`src/rtl/model_vector_integer_accumulator_if.sv`:
```
// Handshake/data bundle between the product stream source and the integer accumulator.
interface model_vector_integer_accumulator_if #(
    parameter int DATA_SIZE = 64
);
    logic                 START;
    logic                 READY;
    logic                 DATA_IN_ENABLE;
    logic [DATA_SIZE-1:0] SIZE_IN;
    logic [DATA_SIZE-1:0] DATA_IN;
    logic [DATA_SIZE-1:0] DATA_OUT;
    logic [DATA_SIZE-1:0] OVERFLOW_OUT;

    modport master (
        output START,
        output DATA_IN_ENABLE,
        output SIZE_IN,
        output DATA_IN,
        input  READY,
        input  DATA_OUT,
        input  OVERFLOW_OUT
    );

    modport slave (
        input  START,
        input  DATA_IN_ENABLE,
        input  SIZE_IN,
        input  DATA_IN,
        output READY,
        output DATA_OUT,
        output OVERFLOW_OUT
    );
endinterface

```
`src/rtl/model_vector_integer_accumulator.sv`:
```
// Reduces SIZE_IN unsigned elements to a scalar sum with carries kept in OVERFLOW_OUT.
// Define MODEL_VECTOR_ACCUMULATOR_SATURATE_EN for a saturating sum with a sticky overflow flag.
module model_vector_integer_accumulator #(
    parameter int DATA_SIZE    = 64,
    parameter int CONTROL_SIZE = 64
) (
    input logic CLK,
    input logic RST,
    model_vector_integer_accumulator_if.slave bus
);
    localparam logic [1:0] STARTER_STATE = 2'd0;
    localparam logic [1:0] INPUT_STATE   = 2'd1;
    localparam logic [1:0] ENDER_STATE   = 2'd2;

    localparam int CW = (DATA_SIZE > CONTROL_SIZE) ? DATA_SIZE : CONTROL_SIZE;

    logic [1:0]              state;
    logic [DATA_SIZE-1:0]    size_int;
    logic [DATA_SIZE-1:0]    acc_lo;
    logic [CONTROL_SIZE-1:0] index;
    logic [CW-1:0]           index_ext;
    logic [CW-1:0]           size_last;
    logic                    last_element;

    // Counter and size may differ in width; compare in the wider of the two.
    assign index_ext    = CW'(index);
    assign size_last    = CW'(size_int) - CW'(1);
    assign last_element = (index_ext == size_last);

`ifdef MODEL_VECTOR_ACCUMULATOR_SATURATE_EN
    logic                 sat_flag;
    logic [DATA_SIZE:0]   lo_sum;

    assign lo_sum = {1'b0, acc_lo} + {1'b0, bus.DATA_IN};
`else
    logic [DATA_SIZE-1:0]   acc_hi;
    logic [2*DATA_SIZE-1:0] wide_sum;

    assign wide_sum = {acc_hi, acc_lo} + {{DATA_SIZE{1'b0}}, bus.DATA_IN};
`endif

    always_ff @(posedge CLK or negedge RST) begin
        if (!RST) begin
            state            <= STARTER_STATE;
            size_int         <= '0;
            acc_lo           <= '0;
            index            <= '0;
            bus.READY        <= 1'b0;
            bus.DATA_OUT     <= '0;
            bus.OVERFLOW_OUT <= '0;
`ifdef MODEL_VECTOR_ACCUMULATOR_SATURATE_EN
            sat_flag         <= 1'b0;
`else
            acc_hi           <= '0;
`endif
        end else begin
            bus.READY <= 1'b0;
            case (state)
                STARTER_STATE: begin
                    if (bus.START) begin
                        size_int <= bus.SIZE_IN;
                        acc_lo   <= '0;
                        index    <= '0;
`ifdef MODEL_VECTOR_ACCUMULATOR_SATURATE_EN
                        sat_flag <= 1'b0;
`else
                        acc_hi   <= '0;
`endif
                        state    <= (bus.SIZE_IN == '0) ? ENDER_STATE : INPUT_STATE;
                    end
                end
                INPUT_STATE: begin
                    if (bus.DATA_IN_ENABLE) begin
`ifdef MODEL_VECTOR_ACCUMULATOR_SATURATE_EN
                        // Once clamped the sum stays at all-ones for the rest of the run.
                        if (lo_sum[DATA_SIZE] || sat_flag) begin
                            acc_lo   <= '1;
                            sat_flag <= 1'b1;
                        end else begin
                            acc_lo   <= lo_sum[DATA_SIZE-1:0];
                        end
`else
                        {acc_hi, acc_lo} <= wide_sum;
`endif
                        if (last_element) begin
                            state <= ENDER_STATE;
                        end else begin
                            index <= index + CONTROL_SIZE'(1);
                        end
                    end
                end
                ENDER_STATE: begin
                    bus.DATA_OUT     <= acc_lo;
`ifdef MODEL_VECTOR_ACCUMULATOR_SATURATE_EN
                    bus.OVERFLOW_OUT <= {{(DATA_SIZE-1){1'b0}}, sat_flag};
`else
                    bus.OVERFLOW_OUT <= acc_hi;
`endif
                    bus.READY        <= 1'b1;
                    state            <= STARTER_STATE;
                end
                default: begin
                    state <= STARTER_STATE;
                end
            endcase
        end
    end
endmodule

```
`src/flat_wrapper.sv`:
```
// flat-port wrapper written by rule: the top's interface ports become plain ports
module model_vector_integer_accumulator_flat 
#(
    parameter int DATA_SIZE    = 64,
    parameter int CONTROL_SIZE = 64
)
  (CLK, RST, bus_START, bus_DATA_IN_ENABLE, bus_SIZE_IN, bus_DATA_IN, bus_READY, bus_DATA_OUT, bus_OVERFLOW_OUT);
  model_vector_integer_accumulator_if #(.DATA_SIZE(DATA_SIZE)) bus_i ();
  input logic CLK;
  input logic RST;
  input wire logic [$bits(bus_i.START)-1:0] bus_START;
  input wire logic [$bits(bus_i.DATA_IN_ENABLE)-1:0] bus_DATA_IN_ENABLE;
  input wire logic [$bits(bus_i.SIZE_IN)-1:0] bus_SIZE_IN;
  input wire logic [$bits(bus_i.DATA_IN)-1:0] bus_DATA_IN;
  output wire logic [$bits(bus_i.READY)-1:0] bus_READY;
  output wire logic [$bits(bus_i.DATA_OUT)-1:0] bus_DATA_OUT;
  output wire logic [$bits(bus_i.OVERFLOW_OUT)-1:0] bus_OVERFLOW_OUT;
  assign bus_i.START = bus_START;
  assign bus_i.DATA_IN_ENABLE = bus_DATA_IN_ENABLE;
  assign bus_i.SIZE_IN = bus_SIZE_IN;
  assign bus_i.DATA_IN = bus_DATA_IN;
  assign bus_READY = bus_i.READY;
  assign bus_DATA_OUT = bus_i.DATA_OUT;
  assign bus_OVERFLOW_OUT = bus_i.OVERFLOW_OUT;
  model_vector_integer_accumulator #(.DATA_SIZE(DATA_SIZE), .CONTROL_SIZE(CONTROL_SIZE)) u_core (.CLK(CLK), .RST(RST), .bus(bus_i));
endmodule
```
`config.mk`:
```
export PLATFORM = sky130hd
export DESIGN_NAME = model_vector_integer_accumulator_flat
export DESIGN_NICKNAME = d
export VERILOG_FILES = /design/src/rtl/model_vector_integer_accumulator_if.sv /design/src/rtl/model_vector_integer_accumulator.sv /design/src/flat_wrapper.sv
export SDC_FILE = /design/constraint.sdc
export NUM_CORES = 1
export LEC_CHECK = 0
export CAP_MARGIN = 0
export CORE_ASPECT_RATIO = 0.5
export CORE_MARGIN = 4
export CORE_UTILIZATION = 40
export CTS_BUF_LIST = sky130_fd_sc_hd__clkbuf_4 sky130_fd_sc_hd__clkbuf_8
export DETAILED_ROUTE_END_ITERATION = 6
export GPL_TIMING_DRIVEN = 0
export MAX_ROUTING_LAYER = met4
export PLACE_DENSITY = 0.62
export REMOVE_ABC_BUFFERS = 1
export SYNTH_ARGS = -nofsm -noshare
export SYNTH_HDL_FRONTEND = slang
export SYNTH_SLANG_ARGS = --single-unit
```
`constraint.sdc`:
```
create_clock -name CLK -period 4.7 [get_ports CLK]
set_input_delay 0.94 -clock CLK [delete_from_list [all_inputs] [get_ports CLK]]
set_output_delay 0.94 -clock CLK [all_outputs]
set_load 0.05 [all_outputs]
```
==> results of run 1 <==
[critical path, delay by kind of cell]
kind | cells | cell delay, ns
compound gates | 4 | 2.05
fa+ha+maj | 1 | 0.38
simple gates | 5 | 1.42
buf+inv | 1 | 0.43
[final cells by class]
type,count,area (µm²)
timing repair buffer,289,3060
antenna,1,2.50
tap,768,961
inverter,35,134
sequential,387,9690
clock inverter,19,274
multi-input combinational,2259,13100
clock buffer,92,1150
fill,5619,29200
[cell families (layout without fill, tap and decap cells)]
kind of cell    count (synthesis)  count (layout)  share of synthesized area
simple gates                 1477            1477                      0.298
other cells                     0               1                          0
xor+xnor                      167             167                     0.0626
fa+ha+maj                      67              67                     0.0362
mux                            46              46                     0.0200
buf+inv                       185             435                     0.0317
flops                         387             387                      0.414
compound gates                502             502                      0.137
[cell usage in the layout, fill, tap and decap left out, types with 12 or more instances in the layout]
cell             count
clkbuf_8            74
xor2_1              61
a21oi_1            131
and2_1              26
inv_1               34
o211ai_1            27
o21bai_1            19
and3_1              40
clkbuf_4            18
dfrtp_1            386
nor4_1              75
o21ai_0            122
nand2b_1            44
a211oi_1            12
nand3_1             79
clkdlybuf4s50_1    259
a21o_1              51
o31ai_1             20
o21a_1              16
mux2i_1             40
or3_1               38
xnor2_1            106
or4_1               36
nand2_1            791
nor2_1             127
ha_1                66
and4_1              14
nand4_1             81
nor3_1              49
o41ai_1             12
[power breakdown]
| group | internal [W] | switching (W) | total (W) |
|---|---|---|---|
| combinational | 0.00256 | 0.00469 | 0.00725 |
| sequential | 0.00409 | 0.000881 | 0.00497 |
| clock | 0.00191 | 0.00149 | 0.00340 |
[per-layer routing]
| layer | track usage | vias to the layer above |
|---|---|---|
| li1 | - | 10428 |
| met1 | 0.325 | 10592 |
| met2 | 0.386 | 579 |
| met3 | 0.0317 | 118 |
| met4 | 0.0672 | 0 |
| met5 | - | - |
[metrics by stage]
step / instance area (µm²) / std cells / TNS [ns] / utilization / setup WS [ns]
2_1_floorplan: 22800 / 2681 / -297.86 / - / -3.28
3_3_place_gp: 26300 / 3709 / -7886.84 / 0.457 / -15.36
3_5_place_dp: 26800 / 3728 / -60.98 / 0.465 / -1.52
4_1_cts: 28300 / 3843 / 0 / 0.491 / 0.00701
5_1_grt: 28400 / 3850 / 0 / 0.493 / 0.00724
6_report: 28400 / 3850 / 0 / 0.493 / 0.0811
[flip-flops by register name, indices dropped and copies added, names as in the netlist]
signal                   count
u_core.acc_lo               64
u_core.bus.OVERFLOW_OUT     64
u_core.index                64
u_core.bus.READY             1
u_core.bus.DATA_OUT         64
u_core.size_int             64
u_core.acc_hi               64
u_core.state                 2
[worst max path at each step]
| stage | slack, ns | depth (start not counted) | endpoint |
|---|---|---|---|
| 2_1_floorplan | -3.28 | 6 | u_core.acc_hi[58] |
| 3_3_place_gp | -15.36 | 1 | u_core.index[48] |
| 3_5_place_dp | -1.52 | 14 | u_core.acc_hi[48] |
| 4_1_cts | 0.007 | 12 | u_core.index[43] |
| 5_1_grt | 0.007 | 12 | u_core.index[43] |
| 6_report | 0.08 | 11 | u_core.acc_lo[63] |
[what timing repair did]
action / 4_1_cts / 5_1_grt
gates resized for setup: 10 / 13
pin swaps: 2 / 4
endpoints found under the setup margin: 98 / 63
setup buffers: 4 / 6
hold buffers: 0 / 0
==> summary.md, run 1 <==
| Metric | Value |
|---|---|
| Antenna violations before repair | 1 |
| Max-slew violation total from the final report | 0 |
| Buffers added on ports | 260 |
| Status | finished clean |
| Global route total overflow | 0 |
| Sum of net half-perimeters after detailed placement | 53.5 mm |
| First drt pass iteration count | 5 |
| Leakage dissipation | 12.7 nW |
| Delay of the slowest cell on the worst path | 0.72 ns |
| Final Net Count | 3230 |
| Gate count after technology mapping | 2831 |
| Sort of element at the end of the critical path | flip-flop |
| Max-capacitance violation count | 0 |
| Synth top area share | 0.414 |
| Number of clock buffers inserted by TritonCTS | 59 |
| Area inside the core boundary | 57600 µm² |
| Worst path cell trace | clkdlybuf4s50_1, ha_1, and2_1, nand3_1, or4_1, o21ai_0, a21oi_1, o31ai_1, a31oi_1, or4_1, nand3_1 |
| Biggest fanout along the worst timing path | 4 |
| Average footprint of a synthesized cell | 8.26 µm² |
| Worst Reg-to-Reg Cells | 12 |
| Drt first-iter violations | 1682 |
| Routed via count divided by cell count | 5.64 |
| Startpoint type of the worst setup path | input port |
| Count of endpoints failing hold in the final timing report | 0 |
| Setup Crit Path Kind | in -> reg |
| Post-layout power | 0.0156 W |
| Cell types with the highest counts after synthesis | nand2_1, dfrtp_1, a21oi_1 |
| CTS root buf | clkbuf_8 |
| Distinct cell type count of the synthesized netlist | 75 |
| Count leader, synth | nand2_1 |
| Met2 wirelength from detailed routing | 34.6 mm |
| Num ports | 261 |
| Skew final | 0.0348 ns |
| Synth area leader | dfrtp_1 |
| Areal power density over the cells | 550 nW/µm² |
| Deepest clock path buffer count | 3 |
| Global-route usage over all layers | 0.241 |
| Primary flip-flop cell chosen by synthesis mapping | dfrtp_1 |
| Via count of the first global-routing pass | 20972 |
| Final hold slack | 0.204 ns |
| Share of synthesized flip-flops with an asynchronous set or reset | 1.00 |
| RD Place Congestion | 0.914 |
| Top area cells in the synthesized netlist | dfrtp_1, nand2_1, xnor2_1 |
| Cell Area, Synth | 23400 µm² |
| Setup repair after global routing missed its margin | no |
| Worst r2r dst | u_core.index[43] |
| Number of enable flip-flop cells after synthesis | 0 |
| Layout area overhead | 21.5% |
| Number of levels in the clock H-tree | 2 |
| # DRC | 0 |
| Top layer reached by signal wires | met4 |
| Worst Setup SP | bus_DATA_IN[16] |
| Starting density of the core | 0.406 |
| Routed wire per std cell | 19.3 µm |
| Number of synthesis warnings | 0 |
| Worst hold-check path type | in -> async |
| Setup slack, reg-to-reg | 0.16 ns |
| Clock tree from TritonCTS | yes |
| Total die area | 62600 µm² |
| Remaining antenna violation count | 0 |
| Relative slew slack | 0.118 |
| Maximum VDD drop | 0.293 mV |
| Worst endpoint data arrival time | 5.23 ns |
| Synthesized flop and latch total | 387 |
| Cell at the slowest stage of the critical path | o31ai_1 |
| Pin count of the biggest net entering global routing | 113 |
| Required time of the critical path | 5.32 ns |
| Number of vias in the routed layout | 21717 |
| Share of the clock period used by the worst path | 0.983 |
| M1 wire length | 34.1 mm |
| Final setup vio count | 0 |
| Startpoint of the most critical register-to-register path | u_core.size_int[3] |
| Share of the yosys chip area belonging to registers | 0.414 |
| Sum of met3 wire segment lengths after detailed routing | 3.71 mm |
| Die H | 179 µm |
| Highest clock rate | 217 MHz |
| Post-layout minimum cycle time | 4.62 ns |
| Slew at the pin with the worst max-slew slack | 1.31 ns |
| Source-to-sink clock delay at the later pin of the worst-skew pair | 0.69 ns |
| Row count | 62 |
| First-pass GRT wire length | 118 mm |
| Clock transition at path regs | 0.07 ns |
| Sinks on the clock net | 387 |
| Total routed wirelength | 74.3 mm |
| Die X | 350 µm |
| Fraction of final layout cells with drive strength greater than 1 | 0.0633 |
No activity file was read; power rests on OpenSTA's default activity.
==> run 2, diff against run 1 <==
- SLEW_MARGIN: default -> 20
==> summary.md, run 2 (synthesis results as in run 1) <==
| Metric | Value |
|---|---|
| Startpoint of the most critical register-to-register path | u_core.size_int[8] |
| Highest clock rate | 216 MHz (-0.36%) |
| Sinks on the clock net | 387 (unchanged) |
| Number of fill cells in the layout | 5617 (-0.036%) |
| Final Net Count | 3236 (+0.19%) |
| Slew at the pin with the worst max-slew slack | 0.955 ns (-0.359 ns) |
| Fraction of final layout cells with drive strength greater than 1 | 0.0658 (+0.00251) |
| Worst r2r dst | u_core.index[0] |
| Number of levels in the clock H-tree | 2 (unchanged) |
| Commonest cells after routing, fill and taps aside | nand2_1, dfrtp_1, clkdlybuf4s50_1, a21oi_1, nor2_1 |
| Count of endpoints failing hold in the final timing report | 0 (unchanged) |
| Max-slew violation total from the final report | 0 (unchanged) |
| Util after Layout | 0.495 (+0.00206) |
| Most common cell after layout, fill and taps aside | nand2_1 |
| Clock transition at path regs | 0.07 ns (about the same) |
| Die H | 179 µm (unchanged) |
| Setup Crit Path Kind | in -> reg |
| CTS root buf | clkbuf_8 |
| Sum of net half-perimeters after detailed placement | 54.4 mm (+1.6%) |
| Worst endpoint data arrival time | 5.23 ns (about the same) |
| Max-capacitance violation count | 0 (unchanged) |
| Capturing element of the worst setup path | u_core.acc_lo[63] |
| Relative slew slack | 0.358 (+0.239) |
| Area inside the core boundary | 57600 µm² (unchanged) |
| Deepest clock path buffer count | 3 (unchanged) |
| # DRC | 0 (unchanged) |
| Final-layout setup total negative slack | 0 ns (unchanged) |
| First drt pass iteration count | 6 (+1) |
| Post-CTS Hold Fix Bufs | 0 (unchanged) |
| Row count | 62 (unchanged) |
| Die X | 350 µm (unchanged) |
| Worst hold-check path type | in -> async |
| Clock tree from TritonCTS | yes |
| Routed via count divided by cell count | 5.64 (about the same) |
| Global route total overflow | 0 (unchanged) |
| Drt first-iter violations | 1734 (+3.1%) |
| Status | finished clean |
| Biggest fanout along the worst timing path | 4 (unchanged) |
| Setup repair after global routing missed its margin | yes |
| Worst Setup SP | bus_DATA_IN[16] |
| Final setup vio count | 0 (unchanged) |
| Share of the clock period used by the worst path | 0.986 (+0.00360) |
| RD Place Congestion | 0.914 (unchanged) |
| Areal power density over the cells | 547 nW/µm² (-0.61%) |
| Number of vias in the routed layout | 21758 (+0.19%) |
| Skew final | 0.0392 ns (+0.00446 ns) |
| Global-route usage over all layers | 0.242 (+0.00115) |
| Routed wire per std cell | 19.3 µm (about the same) |
| Worst Reg-to-Reg Cells | 13 (+1) |
| First-pass GRT wire length | 118 mm (+0.52%) |
| Remaining antenna violation count | 0 (unchanged) |
| Number of clock buffers inserted by TritonCTS | 59 (unchanged) |
| Layout area overhead | 22.0% |
| Total die area | 62600 µm² (unchanged) |
| Source-to-sink clock delay at the later pin of the worst-skew pair | 0.69 ns (about the same) |
| Startpoint type of the worst setup path | input port |
| Leakage dissipation | 12.7 nW (+0.43%) |
| Num ports | 261 (unchanged) |
| Setup slack, reg-to-reg | 0.09 ns (-0.07 ns) |
| Post-layout minimum cycle time | 4.64 ns (+0.0169 ns) |
| Sort of element at the end of the critical path | flip-flop |
| Maximum VDD drop | 0.341 mV (+16%) |
| Total routed wirelength | 74.5 mm (+0.19%) |
| Required time of the critical path | 5.30 ns (-0.02 ns) |
| Sequential cell area | 9690 µm² (unchanged) |
| Starting density of the core | 0.406 (unchanged) |
| Antenna violations before repair | 4 (+3) |
| Via count of the first global-routing pass | 21010 (+0.18%) |
| Area of the multi-input gates | 13100 µm² (+0.16%) |
| Buffers added on ports | 260 (unchanged) |
| Pin count of the biggest net entering global routing | 93 (-18%) |
==> run 2: cell count changes in the layout (fill, tap and decap cells not counted), moves of 2 or more <==
cell | before | now
diode_2 | 1 | 4
clkinv_2 | 9 | 15
clkbuf_4 | 18 | 10
clkbuf_8 | 74 | 77
buf_6 | 4 | 8
nor4_1 | 75 | 73
bufinv_16 | 6 | 4
buf_16 | 8 | 13
buf_4 | 11 | 8
nor4_2 | 7 | 9
==> run 2: layout make-up <==
class | count | share of cell area
antenna | 4 | 0.000351
clock inverter | 22 | 0.00807
sequential | 387 | 0.340
clock buffer | 87 | 0.0398
multi-input combinational | 2259 | 0.461
tap | 768 | 0.0337
timing repair buffer | 295 | 0.113
inverter | 35 | 0.00478
==> run 2: critical path, cell delays in order <==
cell,delay (ns)
clkdlybuf4s50_1,0.44
ha_1,0.38
and2_1,0.21
nand3_1,0.10
or4_1,0.47
o21ai_0,0.68
a21oi_1,0.38
o31ai_1,0.69
a31oi_1,0.31
or4_1,0.52
nand3_1,0.10
==> run 2: report_power, final <==
part	switching, W	total (W)	leakage [nW]	internal [W]
logic	0.00472	0.00736	6.84	0.00264
clock network	0.00148	0.00326	0.728	0.00178
registers	0.000887	0.00498	5.18	0.00409
total	0.00708	0.0156	12.7	0.00851
==> run 2: stage by stage <==
step,cell area [µm²],hold WS [ns],total power [W],setup slack [ns],instances
final,28500,0.177,0.0156,0.0642,3857
after global routing,28500,0.164,0.0167,-0.00516,3857
after CTS,28400,0.143,0.0156,0.0124,3850
after detailed placement,27000,0.461,0.0123,-1.17,3737
after global placement,26300,0.460,0.0120,-15.36,3709
after floorplan,22800,0.453,0.00960,-3.28,2681
==> run 2: repair_timing <==
item / 4_1_cts / 5_1_grt
setup endpoints to repair: 80 / 55
resized for setup: 8 / 16
pin swaps: 3 / 4
setup buffers: 4 / 3
hold endpoints to repair: 0 / 0
==> run 2: per-layer routing <==
metal / up-vias / global-route usage / wire [µm]
met3: 140 / 0.0341 / 3790
li1: 10452 / - / -
met2: 562 / 0.383 / 34300
met4: 0 / 0.0744 / 2160
met1: 10604 / 0.326 / 34200
met5: - / - / 0
==> run 2: worst min-delay path by stage <==
stage / from / endpoint / slack [ns] / depth (start not counted)
6_report: RST / u_core.bus.DATA_OUT[20] / 0.18 / 1
3_3_place_gp: u_core.bus.DATA_OUT[59] / u_core.bus.DATA_OUT[59] / 0.46 / 2
4_1_cts: RST / u_core.bus.DATA_OUT[20] / 0.14 / 1
5_1_grt: RST / u_core.bus.DATA_OUT[20] / 0.16 / 1
2_1_floorplan: u_core.acc_hi[63] / u_core.bus.OVERFLOW_OUT[63] / 0.45 / 2
3_5_place_dp: u_core.bus.DATA_OUT[52] / u_core.bus.DATA_OUT[52] / 0.46 / 2
